--- src/rtl/router_input_buffer_if.sv ---
// Link/arbiter-side signal bundle of one router input port.
// master = upstream link plus arbiter, slave = the input buffer.
interface router_input_buffer_if #(
    parameter int DATA_W = 32,
    parameter int AW     = 3
);
    logic [DATA_W-1:0] in_flit;
    logic              in_valid;
    logic              in_ready;
    logic              grant;
    logic [DATA_W-1:0] out_flit;
    logic              out_valid;
    logic [2:0]        flit_id;
    logic [11:0]       length;
    logic              req;
    logic              drop_err;
    logic [AW:0]       count;

    modport master (
        output in_flit, in_valid, grant,
        input  in_ready, out_flit, out_valid, flit_id, length, req, drop_err, count
    );

    modport slave (
        input  in_flit, in_valid, grant,
        output in_ready, out_flit, out_valid, flit_id, length, req, drop_err, count
    );
endinterface

--- src/rtl/router_input_buffer.sv ---
// Per-port input FIFO of the 5-port router: buffers link flits, decodes the head
// flit for the port arbiter and drops stray non-header flits arriving between packets.
module router_input_buffer #(
    parameter int DATA_W = 32,
    parameter int DEPTH  = 8,
    parameter int AW     = 3
) (
    input  logic                  clk,
    input  logic                  rst,
    router_input_buffer_if.slave  bus
);
    typedef enum logic {
        IDLE,
        PKT
    } state_t;

    localparam logic [AW:0] FULL_COUNT = (AW+1)'(DEPTH);
    localparam logic [2:0]  ID_HEAD    = 3'b001;
    localparam logic [2:0]  ID_TAIL    = 3'b100;

    logic [DATA_W-1:0] mem [DEPTH];
    logic [AW-1:0]     rd_ptr;
    logic [AW-1:0]     wr_ptr;
    logic [AW:0]       count_q;
    state_t            state;
    logic              drop_q;

    logic [DATA_W-1:0] head;
    logic [2:0]        head_id;
    logic              empty;
    logic              full;
    logic              stray;
    logic              push;
    logic              pop;

    always_comb begin
        head    = mem[rd_ptr];
        empty   = (count_q == '0);
        full    = (count_q == FULL_COUNT);
        head_id = empty ? 3'b000 : head[DATA_W-1:DATA_W-3];
        // Anything but a header at the head while idle cannot start a packet; discard it.
        stray   = (state == IDLE) && !empty && (head_id != ID_HEAD);
        push    = bus.in_valid && !full;
        pop     = !empty && (bus.grant || stray);
    end

    assign bus.in_ready  = !full;
    assign bus.out_flit  = head;
    assign bus.out_valid = !empty;
    assign bus.flit_id   = head_id;
    assign bus.length    = (head_id == ID_HEAD) ? head[11:0] : '0;
    // Held through the whole packet, even while momentarily empty, so the arbiter keeps the port.
    assign bus.req       = (state == PKT) || (head_id == ID_HEAD);
    assign bus.drop_err  = drop_q;
    assign bus.count     = count_q;

    always_ff @(posedge clk) begin
        if (push) begin
            mem[wr_ptr] <= bus.in_flit;
        end
    end

    always_ff @(posedge clk) begin
        if (rst) begin
            rd_ptr  <= '0;
            wr_ptr  <= '0;
            count_q <= '0;
            state   <= IDLE;
            drop_q  <= 1'b0;
        end else begin
            if (push) begin
                wr_ptr <= wr_ptr + 1'b1;
            end
            if (pop) begin
                rd_ptr <= rd_ptr + 1'b1;
            end
            case ({push, pop})
                2'b10:   count_q <= count_q + 1'b1;
                2'b01:   count_q <= count_q - 1'b1;
                default: count_q <= count_q;
            endcase
            drop_q <= pop && stray;
            case (state)
                IDLE: begin
                    if (pop && head_id == ID_HEAD) begin
                        state <= PKT;
                    end
                end
                PKT: begin
                    if (pop && head_id == ID_TAIL) begin
                        state <= IDLE;
                    end
                end
                default: state <= IDLE;
            endcase
        end
    end
endmodule

--- src/flat_wrapper.sv ---
// flat-port wrapper written by rule: the top's interface ports become plain ports
module router_input_buffer_flat 
#(
    parameter int DATA_W = 32,
    parameter int DEPTH  = 8,
    parameter int AW     = 3
)
  (clk, rst, bus_in_flit, bus_in_valid, bus_grant, bus_in_ready, bus_out_flit, bus_out_valid, bus_flit_id, bus_length, bus_req, bus_drop_err, bus_count);
  router_input_buffer_if #(.DATA_W(DATA_W), .AW(AW)) bus_i ();
  input  logic clk;
  input  logic rst;
  input wire logic [$bits(bus_i.in_flit)-1:0] bus_in_flit;
  input wire logic [$bits(bus_i.in_valid)-1:0] bus_in_valid;
  input wire logic [$bits(bus_i.grant)-1:0] bus_grant;
  output wire logic [$bits(bus_i.in_ready)-1:0] bus_in_ready;
  output wire logic [$bits(bus_i.out_flit)-1:0] bus_out_flit;
  output wire logic [$bits(bus_i.out_valid)-1:0] bus_out_valid;
  output wire logic [$bits(bus_i.flit_id)-1:0] bus_flit_id;
  output wire logic [$bits(bus_i.length)-1:0] bus_length;
  output wire logic [$bits(bus_i.req)-1:0] bus_req;
  output wire logic [$bits(bus_i.drop_err)-1:0] bus_drop_err;
  output wire logic [$bits(bus_i.count)-1:0] bus_count;
  assign bus_i.in_flit = bus_in_flit;
  assign bus_i.in_valid = bus_in_valid;
  assign bus_i.grant = bus_grant;
  assign bus_in_ready = bus_i.in_ready;
  assign bus_out_flit = bus_i.out_flit;
  assign bus_out_valid = bus_i.out_valid;
  assign bus_flit_id = bus_i.flit_id;
  assign bus_length = bus_i.length;
  assign bus_req = bus_i.req;
  assign bus_drop_err = bus_i.drop_err;
  assign bus_count = bus_i.count;
  router_input_buffer #(.DATA_W(DATA_W), .DEPTH(DEPTH), .AW(AW)) u_core (.clk(clk), .rst(rst), .bus(bus_i));
endmodule
--- config.mk ---
export PLATFORM = sky130hd
export DESIGN_NAME = router_input_buffer_flat
export DESIGN_NICKNAME = d
export VERILOG_FILES = /design/src/rtl/router_input_buffer_if.sv /design/src/rtl/router_input_buffer.sv /design/src/flat_wrapper.sv
export SDC_FILE = /design/constraint.sdc
export NUM_CORES = 1
export LEC_CHECK = 0
export BUFFER_PORTS_ARGS = -buffer_cell sky130_fd_sc_hd__buf_2
export CAP_MARGIN = 20
export CORE_ASPECT_RATIO = 1.2
export CORE_MARGIN = 3
export CORE_UTILIZATION = 40
export CTS_BUF_LIST = sky130_fd_sc_hd__clkbuf_4
export DETAILED_ROUTE_END_ITERATION = 6
export PLACE_DENSITY_LB_ADDON = 0.1
export SKIP_CTS_REPAIR_TIMING = 1
export SLEW_MARGIN = 20
export SYNTH_ARGS = -nofsm -noshare
export SYNTH_HDL_FRONTEND = slang
export SYNTH_SLANG_ARGS = --single-unit
--- constraint.sdc ---
create_clock -name clk -period 3.9 [get_ports clk]
set_input_delay 0.975 -clock clk [delete_from_list [all_inputs] [get_ports clk]]
set_output_delay 0.975 -clock clk [all_outputs]
set_load 0.05 [all_outputs]
; Yosys cells after proc, flatten, opt, wreduce, memory -nomap -nowiden
; Memory sizes are Yosys's and may differ from the RTL's. A register that Yosys moved wholly into a read port is not among the register bits.
; Cells that the tools add are included.
[op_classes]
bitwise_logic = 1
addsub = 4
n_reduce_logical = 13
muxes = 10
eq_ne = 6
[ops]
columns = operator, n
row1 = two-way mux 12 bit, 1
row2 = two-way mux 3 bit, 3
row3 = case mux 4 bit (2 select lines), 1
row4 = logical AND 1 bit, 7
row5 = "adder 3 x 1 -> 3 bit, second input constant", 2
row6 = "adder 4 x 1 -> 4 bit, second input constant", 1
row7 = "equality test 4 bit, second input constant", 1
row8 = logical NOT 4 bit, 1
row9 = two-way mux 1 bit, 4
row10 = "subtractor 4 x 1 -> 4 bit, second input constant", 1
row11 = "equality test 3 x 1 -> 1 bit, second input constant", 1
row12 = "equality test 3 bit, second input constant", 1
row13 = "!= test 3 x 1 -> 1 bit, second input constant", 1
row14 = "equality test 2 x 1 -> 1 bit, second input constant", 1
row15 = "equality test 2 bit, second input constant", 1
row16 = logical NOT 1 bit, 2
row17 = logical OR 1 bit, 2
row18 = case mux 1 bit (2 select lines), 1
row19 = nonzero test 2 bit, 1
row20 = inverter 1 bit, 1
[totals]
out_inout_bits = 55
ramBits = 256
regBits = 12
memories = 1
[memory_table]
columns = memory, depth, word_bits, read_ports, rd_ports_with_merged_regs, write_ports, line_no
row1 = u_core.mem, 8, 32, 1, 1, 1, router_input_buffer.sv:21  ; logic [DATA_W-1:0] mem [DEPTH];

; Depth between registers and ports, before layout
[logic_depth]
ltp_word = 9
mapped_depth = 12
depth_no_buf = 11

; Worst setup path before layout
; No wires, ideal clock.
[synth_timing]
path_type = flip-flop to flip-flop
from = register u_core.count_q[1] (netlist: u_core.bus.count[1])
to = memory u_core.mem[0][0], enable pin
setup_slack_ps = -760
synth_period_minus_slack_ps = 4660
arrival_time_ps = 4199
setup_ps = 461
stages_incl_launch_ff = 7
path_cell_list = dfxtp_1 -> clkbuf_1 -> nor3_1 -> nand2_1 -> nand2_1 -> or2_2 -> nor3_1
[synth_between]
elab_chain_cells = 5
[synth_rtl]
columns = item, line_no
row1 = "start, declared", router_input_buffer.sv:24  ; logic [AW:0] count_q;
row2 = "start signal, assigned", router_input_buffer.sv:78  ; 2'b10: count_q <= count_q + 1'b1;
row3 = "start signal, assigned", router_input_buffer.sv:79  ; 2'b01: count_q <= count_q - 1'b1;
row4 = "start signal, assigned", router_input_buffer.sv:80  ; default: count_q <= count_q;
row5 = equality test 4 bit, router_input_buffer.sv:39  ; full = (count_q == FULL_COUNT);
row6 = logical NOT 1 bit, --
row7 = net bus_in_ready, flat_wrapper.sv:15  ; output wire logic [$bits(bus_i.in_ready)-1:0] bus_in_ready;
row8 = logical AND 1 bit, router_input_buffer.sv:43  ; push = bus.in_valid && !full;
row9 = two-way mux 1 bit, router_input_buffer.sv:58  ; if (push) begin
row10 = two-way mux 1 bit (not written as such), router_input_buffer.sv:59  ; mem[wr_ptr] <= bus.in_flit;
row11 = "end, declared", router_input_buffer.sv:21
; The timed path passes the listed nets, and every way through them passes these cells.

==> qor.csv <==
stage;metric;value;unit
final_layout;final_common_cell;edfxtp_1;
sta;fmax;259;MHz
yosys;synth_top_cell_by_area;edfxtp_1;
yosys;synth-seq-area-share;75.7;%
place;numPortBuffers;90;
clock_network;h-tree-depth;3;
place;place.gp.congestion;0.734;
sta;finClkSkew;0.0275;ns
global_routing;gr-usage-met1;20.1;%
hold_path;hold_start;u_core.wr_ptr[0];
pwr;pwr-share-clk;27.0;%
global_routing;grt_overflow;0;
routing;route.detailed.drc;0;
routing;ant_nets;0;
final_layout;stdcell_count;1021;
die;rows;64;
clock_network;cts_sinks;271;
clock_network;clockBufferDepth;3;
pwr;combPwrFrac;34.4;%
sta;rsz0062_at_grt;true;
yosys;synth.avg_cell_area;22.2;µm²
routing;avgRoutedWirePerCell;20.9;µm
global_routing;use_met3;4.50;%
pwr;leakagePower;0.00425;µW
worst_setup_path;critPathKind;register to primary output;
hold_path;hold_class;register to register;
global_routing;grt_usage;15.5;%
pwr;p_seq_share;38.6;%
routing;wirelength;21.3;mm
pwr;intPower;5810;µW
sta;setup_violations;0;
global_routing;antenna_found_initial;2;
yosys;synth_ff_type;edfxtp_1;
die;die_x;154;µm
worst_setup_path;arrival;2.89;ns
yosys;syn_area;0.0106;mm²
yosys;synthCells;476;
final_layout;final_cell_area;0.0126;mm²
yosys;synth_seq_cells;271;
die;fp.coreArea;0.0257;mm²
sta;slew_headroom;58.0;%
die;io_pins;91;
worst_setup_path;rrSetupSlack;0.67;ns
clock_network;clk-insertion-delay-late;0.63;ns
sta;tightest_slew;0.629;ns
yosys;yosysWarnings;0;
place;post_dp_cell_area;0.0115;mm²
global_routing;grt_pass1_wl;33.1;mm
sta;drv_slew;0;
routing;drt-initial-drc-count;270;
pwr;cellPowerDensity;705;mW/mm²
global_routing;busiest_layer;met2;
pwr;swShare;34.5;%
yosys;async_reset_ff_share;0;%
die;initial_core_util;41.1;%
die;die_area;0.0284;mm²
routing;post_drt_via_cell_ratio;5.09;
flow_run;maxCapViolCount;0;
final_layout;area_growth;19.2;%
place;dp_cells;891;
worst_setup_path;critPathCaptureType;primary output;
global_routing;grtUsageMet2;25.1;%
pwr;max-vdd-ir-drop;0.000412;V
yosys;syn_nets;517;
clock_network;cts_tree;yes;
worst_setup_path;crit_fanout;9;
status;status;complete, no violations;
global_routing;grt_pass1_vias;5689;
yosys;synth_cell_types;37;
routing;vias;5198;
final_layout;fin_nets;681;
final_layout;drive_gt1_share;50.1;%
routing;drtPass1Iterations;6;
final_layout;mostFrequentLayoutCells;edfxtp_1, clkbuf_4, buf_2;
sta;hold_viol;0;
yosys;synth-edff-count;256;
yosys;yosysTopAreaCellShare;72.8;%
worst_setup_path;cp-start-kind;register;
pwr;netSwitchingPower;3060;µW
clock_network;cts_buffers;70;
global_routing;grt_max_degree;35;
place;hpwl;11.6;mm
die;die_y;184;µm
clock_network;path_clk_slew;0.06;ns
worst_setup_path;critical_path_required;2.92;ns
sta;finalCritPeriodShare;99.0;%
sta;finalCriticalPeriod;3.86;ns
clock_network;clockRootBuffer;clkbuf_4;
yosys;synth_area_leaders;edfxtp_1, mux4_2, mux2_2;
synthesized netlist by cell type, types with 4 or more instances:
library cell / count
edfxtp_1: 256
mux4_2: 64
mux2_2: 33
dfxtp_1: 15
clkbuf_1: 12
nor2_1: 12
nor2b_4: 10
buf_2: 7
nand2_1: 7
a21oi_1: 6
ha_1: 5
nand2b_1: 4
nor3_1: 4
xor2_1: 4
registers in the layout, summed over array words and instances (netlist names), named ones only:
signal,cells
u_core.bus.count,4
u_core.bus.drop_err,1
u_core.mem,256
u_core.rd_ptr,3
u_core.state,1
u_core.wr_ptr,3
through the flow:
step	hold WS [ns]	setup slack, ns	TNS (ns)	total power [µW]	utilization [%]
after global placement	0.475	0.406	0	6470	44.8
after detailed placement	0.485	0.410	0	6500	44.8
after CTS	0.490	-0.328	-3.55	8940	48.3
after global routing	0.546	-0.0889	-0.803	9380	48.9
final	0.494	0.0392	0	8870	48.9
after floorplan	0.462	0.103	0	5830	-
worst paths after layout:
| kind | to | cells past startpoint |
|---|---|---|
| max | bus_length[8] | 6 |
| min | u_core.wr_ptr[0] | 2 |
| max reg2reg | u_core.bus.count[2] | 12 |
| min reg2reg | u_core.wr_ptr[0] | 2 |
cell families (layout without fill, tap and decap cells):
family | Yosys count | after routing | share of synthesized area (%)
AO/OA/AOI/OAI | 14 | 14 | 0.901
XOR/XNOR | 4 | 4 | 0.332
adder cells (fa/ha/maj) | 5 | 5 | 0.593
buffers and inverters | 24 | 238 | 1.11
flip-flops | 271 | 271 | 75.7
multiplexers | 101 | 101 | 17.6
other | 0 | 1 | 0
AND/OR/NAND/NOR | 57 | 57 | 3.80
critical path, cell delays in order (launching register included):
cell and delay, ns:
dfxtp_4 0.38, mux4_2 0.50, mux2_4 0.29, or4_4 0.60, buf_12 0.19, nor2b_4 0.12
buf_6 0.16
area by class of cell:
class | instances | area, µm²
fillers | 2152 | 13100
multi-input cells | 181 | 2520
flip-flops and latches | 271 | 8000
repair buffers | 113 | 738
clock buffers | 100 | 751
clock inverters | 22 | 143
inverters | 3 | 11.3
diodes | 1 | 2.50
well taps | 330 | 413
power by group through the flow:
stage,logic [µW],clock network (µW),registers [µW]
2_1_floorplan,2300,0,3520
3_3_place_gp,2990,0,3480
3_5_place_dp,3000,0,3500
4_1_cts,3010,2500,3430
5_1_grt,3260,2670,3450
6_report,3050,2390,3430
per-layer routing:
metal  vias to the layer above  share of wire, %  wire length [µm]
met5                         -                 0                 0
met4                         0               1.9               400
met3                        38               6.2              1330
met2                       156                49             10500
met1                      2655                42              9050
li1                       2349                 -                 -
Note: power is estimated with default switching activity, not from simulation.
